**src/rtl/fetch_ctrl_pkg.sv**
```systemverilog
// Shared types and constants for the fetch stage: address/instruction widths,
// FSM encodings and the buffered fetch entry.
// Pure declarations, no logic.
package fetch_ctrl_pkg;

    typedef logic [63:0] u64;
    typedef logic [31:0] u32;

    localparam u64 PCINIT     = 64'h0000_0000_8000_0000;
    localparam int BUF_DEPTH  = 2;
    localparam u64 INST_BYTES = 64'd4;

    localparam logic [1:0] BUF_FULL = 2'(BUF_DEPTH);

    typedef logic [1:0] fetch_state_t;
    localparam fetch_state_t ST_IDLE  = 2'd0;
    localparam fetch_state_t ST_REQ   = 2'd1;
    localparam fetch_state_t ST_DRAIN = 2'd2;

    typedef struct packed {
        u64 pc;
        u32 inst;
    } fetch_entry_t;

endpackage

```
**src/rtl/fetch_skid_buf.sv**
```systemverilog
// Two-entry in-order buffer of fetched instructions toward decode.
// Latency: push in cycle N is visible at the head in cycle N+1.
// Backpressure: pop only when non-empty; push accepted if not full or popping; flush wins.
module fetch_skid_buf
    import fetch_ctrl_pkg::*;
(
    input  logic         clk,
    input  logic         resetn,
    input  logic         push_vld,
    input  fetch_entry_t push_dat,
    input  logic         pop_rdy,
    input  logic         flush,
    output logic         head_vld,
    output fetch_entry_t head_dat,
    output logic [1:0]   count
);

    fetch_entry_t head_q, head_d;
    fetch_entry_t tail_q, tail_d;
    logic [1:0]   count_q, count_d;
    logic         pop;
    logic         push_ok;

    assign pop     = pop_rdy && (count_q != 2'd0);
    assign push_ok = push_vld && ((count_q != BUF_FULL) || pop);

    always_comb begin
        head_d  = head_q;
        tail_d  = tail_q;
        count_d = count_q;
        if (flush) begin
            count_d = 2'd0;
        end else begin
            case ({push_ok, pop})
                2'b01: begin
                    head_d  = tail_q;
                    count_d = count_q - 2'd1;
                end
                2'b10: begin
                    if (count_q == 2'd0) head_d = push_dat;
                    else                 tail_d = push_dat;
                    count_d = count_q + 2'd1;
                end
                2'b11: begin
                    // With one entry the new data goes straight to the head slot
                    if (count_q == 2'd1) begin
                        head_d = push_dat;
                    end else begin
                        head_d = tail_q;
                        tail_d = push_dat;
                    end
                end
                default: ;
            endcase
        end
    end

    always_ff @(posedge clk) begin
        if (!resetn) begin
            head_q  <= '0;
            tail_q  <= '0;
            count_q <= 2'd0;
        end else begin
            head_q  <= head_d;
            tail_q  <= tail_d;
            count_q <= count_d;
        end
    end

    assign head_vld = (count_q != 2'd0);
    assign head_dat = head_q;
    assign count    = count_q;

endmodule

```
**src/rtl/fetch_ctrl.sv**
```systemverilog
// Fetch sequencer: owns the fetch PC, issues ibus requests, applies redirects.
// Latency: iresp_ok in cycle N gives out_valid in cycle N+1.
// Backpressure: requests issued only when a buffer slot is guaranteed; stalls go IDLE.
module fetch_ctrl
    import fetch_ctrl_pkg::*;
(
    input  logic        clk,
    input  logic        resetn,
    input  logic        redirect_valid,
    input  logic [63:0] redirect_pc,
    output logic        ireq_valid,
    output logic [63:0] ireq_addr,
    input  logic        iresp_ok,
    input  logic [31:0] iresp_data,
    output logic        out_valid,
    output logic [63:0] out_pc,
    output logic [31:0] out_inst,
    input  logic        out_ready,
    output logic [63:0] pc
);

    fetch_state_t state_q, state_d;
    u64           pc_q, pc_d;
    u64           stale_q, stale_d;
    logic         push;
    logic         flush;
    logic         pop;
    logic [1:0]   count;
    logic [1:0]   cnt_after_pop;
    fetch_entry_t push_dat;
    fetch_entry_t head_dat;

    assign pop           = out_valid && out_ready;
    assign cnt_after_pop = count - {1'b0, pop};
    assign push_dat      = '{pc: pc_q, inst: iresp_data};

    always_comb begin
        state_d = state_q;
        pc_d    = pc_q;
        stale_d = stale_q;
        push    = 1'b0;
        flush   = 1'b0;
        case (state_q)
            ST_IDLE: begin
                if (cnt_after_pop <= BUF_FULL - 2'd1) state_d = ST_REQ;
            end
            ST_REQ: begin
                if (iresp_ok) begin
                    push    = 1'b1;
                    pc_d    = pc_q + INST_BYTES;
                    // Keep requesting only if the slot for the next response is free
                    state_d = (cnt_after_pop == 2'd0) ? ST_REQ : ST_IDLE;
                end
            end
            ST_DRAIN: begin
                if (iresp_ok) state_d = ST_REQ;
            end
            default: state_d = ST_IDLE;
        endcase

        if (redirect_valid) begin
            flush = 1'b1;
            push  = 1'b0;
            pc_d  = redirect_pc;
            // An outstanding request must complete on its original address first
            if (state_q == ST_REQ && !iresp_ok) begin
                state_d = ST_DRAIN;
                stale_d = pc_q;
            end else if (state_q == ST_DRAIN && !iresp_ok) begin
                state_d = ST_DRAIN;
            end else begin
                state_d = ST_REQ;
            end
        end
    end

    always_ff @(posedge clk) begin
        if (!resetn) begin
            state_q <= ST_IDLE;
            pc_q    <= PCINIT;
            stale_q <= '0;
        end else begin
            state_q <= state_d;
            pc_q    <= pc_d;
            stale_q <= stale_d;
        end
    end

    fetch_skid_buf u_buf (
        .clk      (clk),
        .resetn   (resetn),
        .push_vld (push),
        .push_dat (push_dat),
        .pop_rdy  (out_ready),
        .flush    (flush),
        .head_vld (out_valid),
        .head_dat (head_dat),
        .count    (count)
    );

    assign ireq_valid = (state_q == ST_REQ) || (state_q == ST_DRAIN);
    assign ireq_addr  = (state_q == ST_DRAIN) ? stale_q : pc_q;
    assign out_pc     = head_dat.pc;
    assign out_inst   = head_dat.inst;
    assign pc         = pc_q;

endmodule

```
**config.mk**
```make
export PLATFORM = sky130hd
export DESIGN_NAME = fetch_ctrl
export DESIGN_NICKNAME = d
export VERILOG_FILES = /design/src/rtl/fetch_ctrl_pkg.sv /design/src/rtl/fetch_skid_buf.sv /design/src/rtl/fetch_ctrl.sv
export SDC_FILE = /design/constraint.sdc
export NUM_CORES = 1
export LEC_CHECK = 0
export CORE_UTILIZATION = 43
export DETAILED_ROUTE_END_ITERATION = 8
export GPL_TIMING_DRIVEN = 0
export PLACE_DENSITY = 0.72
export SYNTH_ARGS = -nofsm -noshare
export SYNTH_HDL_FRONTEND = slang
export SYNTH_HIERARCHICAL = 1
export SYNTH_SLANG_ARGS = --single-unit
```
**constraint.sdc**
```tcl
create_clock -name clk -period 8.8 [get_ports clk]
set_input_delay 1.76 -clock clk [delete_from_list [all_inputs] [get_ports clk]]
set_output_delay 1.76 -clock clk [all_outputs]
set_load 0.05 [all_outputs]
```
==> tab_implementation.tex <==
\begin{tabular}{lr}
\hline
Metric & Value \\
\hline
\multicolumn{2}{l}{\textbf{Final layout}} \\
Area Overhead vs Synth & 30.2\% \\
Register area & 0.00649 mm² \\
Leading cell type in the layout, fill and taps excluded & sky130\_fd\_sc\_hd\_\_nand2\_1 \\
Most frequent cells in the layout & sky130\_fd\_sc\_hd\_\_nand2\_1 (373), sky130\_fd\_sc\_hd\_\_clkdlybuf4s50\_1 (326), sky130\_fd\_sc\_hd\_\_dfxtp\_1 (324) \\
Filler cell count in the final layout & 3499 \\
Share of post-route cells with drive strength above 1 & 0.0790 \\
Net count reported at finish & 2494 \\
Area occupied by multi-input gates & 0.00937 mm² \\
\multicolumn{2}{l}{\textbf{Pwr}} \\
Power consumption & 3.90 mW \\
Pleak & 7.39 nW \\
Internal power component & 2.70 mW \\
Switching share of power & 0.308 \\
Part of the total power dissipated in the clock network & 0.392 \\
Switching power & 1.20 mW \\
Share of total power in combinational logic & 0.196 \\
IR drop worst, VDD & 0.113 mV \\
Sequential fraction of design power & 0.412 \\
Pwr Density & 177 mW/mm² \\
\multicolumn{2}{l}{\textbf{Placement}} \\
GPL Wtd Cong & 0.916 \\
Port Buffers & 326 \\
DP Wirelength & 45800 µm \\
\multicolumn{2}{l}{\textbf{Clock tree}} \\
Post-CTS setup buffer count & 0 \\
CTS buffer count & 38 \\
Clock transition at the registers of the reported paths & 60 ps \\
Post\_cts resized & 0 \\
CTS tree & built \\
CTS root buf & sky130\_fd\_sc\_hd\_\_clkbuf\_16 \\
CTS Hold Buffers Added & 0 \\
Deepest level of the CTS H-tree & 2 \\
Worst-case clock buffer depth & 3 \\
Clock sink total & 324 \\
Clk Latency, worst-skew pair & 520 ps \\
\multicolumn{2}{l}{\textbf{Logic synthesis}} \\
Post-synthesis net count & 2128 \\
Cell count after synthesis & 2015 \\
Number of distinct library cell variants in the gate-level netlist after synthesis & 59 \\
Synth area leader & sky130\_fd\_sc\_hd\_\_dfxtp\_1 \\
Flops \& latches, synth & 324 \\
Number of synthesized flops with an enable pin & 0 \\
Leading cell types by total area after synthesis & sky130\_fd\_sc\_hd\_\_dfxtp\_1 (38\%), sky130\_fd\_sc\_hd\_\_nand2\_1 (8.3\%), sky130\_fd\_sc\_hd\_\_mux2i\_1 (6.1\%), sky130\_fd\_sc\_hd\_\_a21oi\_1 (5.1\%), sky130\_fd\_sc\_hd\_\_a221oi\_1 (4.7\%) \\
Share of synthesized registers carrying an async set or reset & 0 \\
Fraction of post-synthesis cell area in the top cell type by area & 0.383 \\
Commonest register cell after synthesis & sky130\_fd\_sc\_hd\_\_dfxtp\_1 \\
Summed instance area of the synthesized netlist & 0.0169 mm² \\
Register area share after synthesis & 0.383 \\
Yosys warnings & 6 \\
Average cell area after synthesis & 8.40 µm² \\
\multicolumn{2}{l}{\textbf{Floorplan}} \\
Row cnt & 72 \\
Full die area & 0.0402 mm² \\
Num ports & 327 \\
Core area & 0.0387 mm² \\
Die Y-Extent & 200 µm \\
Starting Density & 0.437 \\
Die Wd & 200 µm \\
\multicolumn{2}{l}{\textbf{Timing}} \\
Final max-slew violation count & 0 \\
Relative slew slack & 0.254 \\
Final-report hold violation count & 0 \\
Maximum clock frequency & 0.173 GHz \\
Final worst-path cycle share & 0.658 \\
Total negative setup slack & 0 ps \\
Clock Skew & 15.0 ps \\
Unrepaired setup endpoints after global routing & false \\
Min Clock Period, post-route & 5790 ps \\
Setup violations, final & 0 \\
Transition time at the pin with the least slew margin & 1110 ps \\
\multicolumn{2}{l}{\textbf{Critical path}} \\
Crit Path Category & reg -> out \\
Required time of the worst setup path & 7040 ps \\
Crit path top cell by count & sky130\_fd\_sc\_hd\_\_clkbuf\_1 \\
Kind of cell adding the most delay to the critical path & buffers and inverters \\
Crit path DAT & 4030 ps \\
Count of buffer and inverter cells on the critical path & 5 \\
Stage delay of the slowest cell on the critical path & 890 ps \\
Maximum fanout count along the critical path & 10 \\
Kind of end point of the critical path & output pin \\
Critical path's slowest cell & sky130\_fd\_sc\_hd\_\_clkdlybuf4s50\_1 \\
Element type at the critical path start & flip-flop \\
Crit-path cells & inv\_1 > ha\_1 > clkbuf\_1 > clkbuf\_1 > clkbuf\_1 > nand2\_1 > o21ai\_0 > clkdlybuf4s50\_1 \\
\multicolumn{2}{l}{\textbf{Detailed routing}} \\
Detailed Route WL & 63600 µm \\
Detailed-route DRC error count & 0 \\
Routed vias/inst & 6.03 \\
Vias after detailed routing & 17600 \\
Initial detailed-routing violation count & 1641 \\
Average wire per cell in the routed design & 21.8 µm \\
Remaining antenna violation count after routing & 0 \\
Number of iterations in the first detailed-routing pass & 5 \\
\multicolumn{2}{l}{\textbf{Global routing}} \\
Initial antenna violation count & 0 \\
Largest net degree at the start of global routing & 13 \\
Overall global routing resource usage & 0.303 \\
Total gr overflow & 0 \\
Vias in the first global route & 16600 \\
First-pass GRT wire length & 96300 µm \\
\multicolumn{2}{l}{\textbf{Min path}} \\
Kind of path behind the tightest hold check & reg -> reg \\
\multicolumn{2}{l}{\textbf{Status}} \\
Result of the run & finished, final reports clean \\
\multicolumn{2}{l}{\textbf{Flow run}} \\
Max-capacitance violation count & 0 \\
\hline
\end{tabular}
[tightest hold or removal path: cells and delay by family, from the launching register on]
| family | cells | cell delay [ps] |
|---|---|---|
| compound gates | 1 | 50 |
| flops | 1 | 300 |
| simple gates | 1 | 50 |
[Yosys cell counts, types with 2 or more instances]
| master | number |
|---|---|
| sky130_fd_sc_hd__buf_8 | 6 |
| sky130_fd_sc_hd__a211oi_1 | 105 |
| sky130_fd_sc_hd__o211ai_1 | 97 |
| sky130_fd_sc_hd__and3_1 | 8 |
| sky130_fd_sc_hd__a31oi_1 | 26 |
| sky130_fd_sc_hd__nor3_1 | 14 |
| sky130_fd_sc_hd__o21ai_0 | 51 |
| sky130_fd_sc_hd__xnor2_1 | 12 |
| sky130_fd_sc_hd__buf_6 | 7 |
| sky130_fd_sc_hd__inv_1 | 15 |
| sky130_fd_sc_hd__dfxtp_1 | 324 |
| sky130_fd_sc_hd__clkinv_1 | 3 |
| sky130_fd_sc_hd__nor2_1 | 37 |
| sky130_fd_sc_hd__and3b_1 | 2 |
| sky130_fd_sc_hd__or4_1 | 24 |
| sky130_fd_sc_hd__a211oi_2 | 6 |
| sky130_fd_sc_hd__and4b_1 | 2 |
| sky130_fd_sc_hd__buf_1 | 13 |
| sky130_fd_sc_hd__xor2_1 | 14 |
| sky130_fd_sc_hd__a221oi_2 | 5 |
| sky130_fd_sc_hd__nand2b_1 | 106 |
| sky130_fd_sc_hd__o311a_1 | 8 |
| sky130_fd_sc_hd__or3_1 | 18 |
| sky130_fd_sc_hd__o31a_1 | 2 |
| sky130_fd_sc_hd__clkbuf_1 | 137 |
| sky130_fd_sc_hd__o31ai_1 | 15 |
| sky130_fd_sc_hd__a221oi_1 | 91 |
| sky130_fd_sc_hd__and2_1 | 9 |
| sky130_fd_sc_hd__nand3_1 | 23 |
| sky130_fd_sc_hd__ha_1 | 12 |
| sky130_fd_sc_hd__nor4_1 | 14 |
| sky130_fd_sc_hd__nand4_1 | 21 |
| sky130_fd_sc_hd__nor2b_1 | 2 |
| sky130_fd_sc_hd__a21oi_1 | 173 |
| sky130_fd_sc_hd__nand2_1 | 373 |
| sky130_fd_sc_hd__mux2_2 | 59 |
| sky130_fd_sc_hd__a221o_1 | 4 |
| sky130_fd_sc_hd__nand3b_1 | 2 |
| sky130_fd_sc_hd__and4_1 | 7 |
| sky130_fd_sc_hd__buf_2 | 35 |
| sky130_fd_sc_hd__buf_4 | 12 |
| sky130_fd_sc_hd__o211a_1 | 2 |
| sky130_fd_sc_hd__mux2i_1 | 103 |
[final timing paths]
kind | from | end | slack (ps) | cells past startpoint
max | state_q[0]$_SDFFE_PN0P_ | ireq_addr[38] | 3010 | 8
min | stale_q[59]$_SDFFE_PN0P_ | stale_q[59]$_SDFFE_PN0P_ | 450 | 2
max reg2reg | state_q[1]$_SDFFE_PN0P_ | u_buf/head_dat[35]$_SDFFE_PN0P_ | 4500 | 13
min reg2reg | stale_q[59]$_SDFFE_PN0P_ | stale_q[59]$_SDFFE_PN0P_ | 450 | 2
[power groups by stage]
| stage | Combinational (mW) | Sequential (mW) | Clock (mW) |
|---|---|---|---|
| floorplan | 0.333 | 1.75 | 0 |
| global placement | 0.746 | 1.64 | 0 |
| detailed placement | 0.755 | 1.64 | 0 |
| CTS | 0.759 | 1.60 | 1.55 |
| global route | 0.802 | 1.61 | 1.61 |
| finish | 0.765 | 1.61 | 1.53 |
[state kept, by name (all words and copies together) (netlist names)]
| register | count |
|---|---|
| u_buf/head_dat | 96 |
| state_q | 2 |
| u_buf/tail_q | 96 |
| u_buf/count | 2 |
| stale_q | 64 |
| pc | 64 |
[cell type report]
class | count | area share
antenna | 1 | 0.000114
multi-input combinational | 1462 | 0.425
buffer | 211 | 0.0455
sequential | 324 | 0.294
clock inverter | 6 | 0.00284
inverter | 18 | 0.00307
timing repair buffer | 326 | 0.148
tap | 518 | 0.0294
clock buffer | 58 | 0.0512
[layer usage]
metal,GRT usage,part of all wire,vias up,routed length [µm]
met5,0.0190,0.0014,-,87
met4,0.143,0.047,2,2980
met3,0.0464,0.091,179,5770
met2,0.485,0.45,951,28700
met1,0.398,0.41,8363,26100
li1,-,-,8125,-
[cells by family (layout without fill, tap and decap cells)]
| group | after synthesis | in the layout | synth area share |
|---|---|---|---|
| other cells | 0 | 1 | 0 |
| buf+inv | 229 | 619 | 0.0632 |
| xor+xnor | 26 | 26 | 0.0135 |
| mux | 162 | 162 | 0.100 |
| fa+ha+maj | 12 | 12 | 0.00887 |
| compound gates | 593 | 593 | 0.242 |
| simple gates | 669 | 669 | 0.189 |
| flops | 324 | 324 | 0.383 |
[metrics by stage]
stage | area (µm²) | utilization | setup slack [ps] | hold WS [ps] | cells
2_1_floorplan | 16900 | - | 4630 | 433 | 2015
3_3_place_gp | 20800 | 0.538 | 2800 | 438 | 2859
3_5_place_dp | 20800 | 0.538 | 2710 | 447 | 2859
4_1_cts | 22000 | 0.569 | 3100 | 455 | 2923
5_1_grt | 22000 | 0.569 | 2930 | 463 | 2923
6_report | 22000 | 0.569 | 3010 | 453 | 2924
Note: power is estimated with default switching activity, not from simulation.
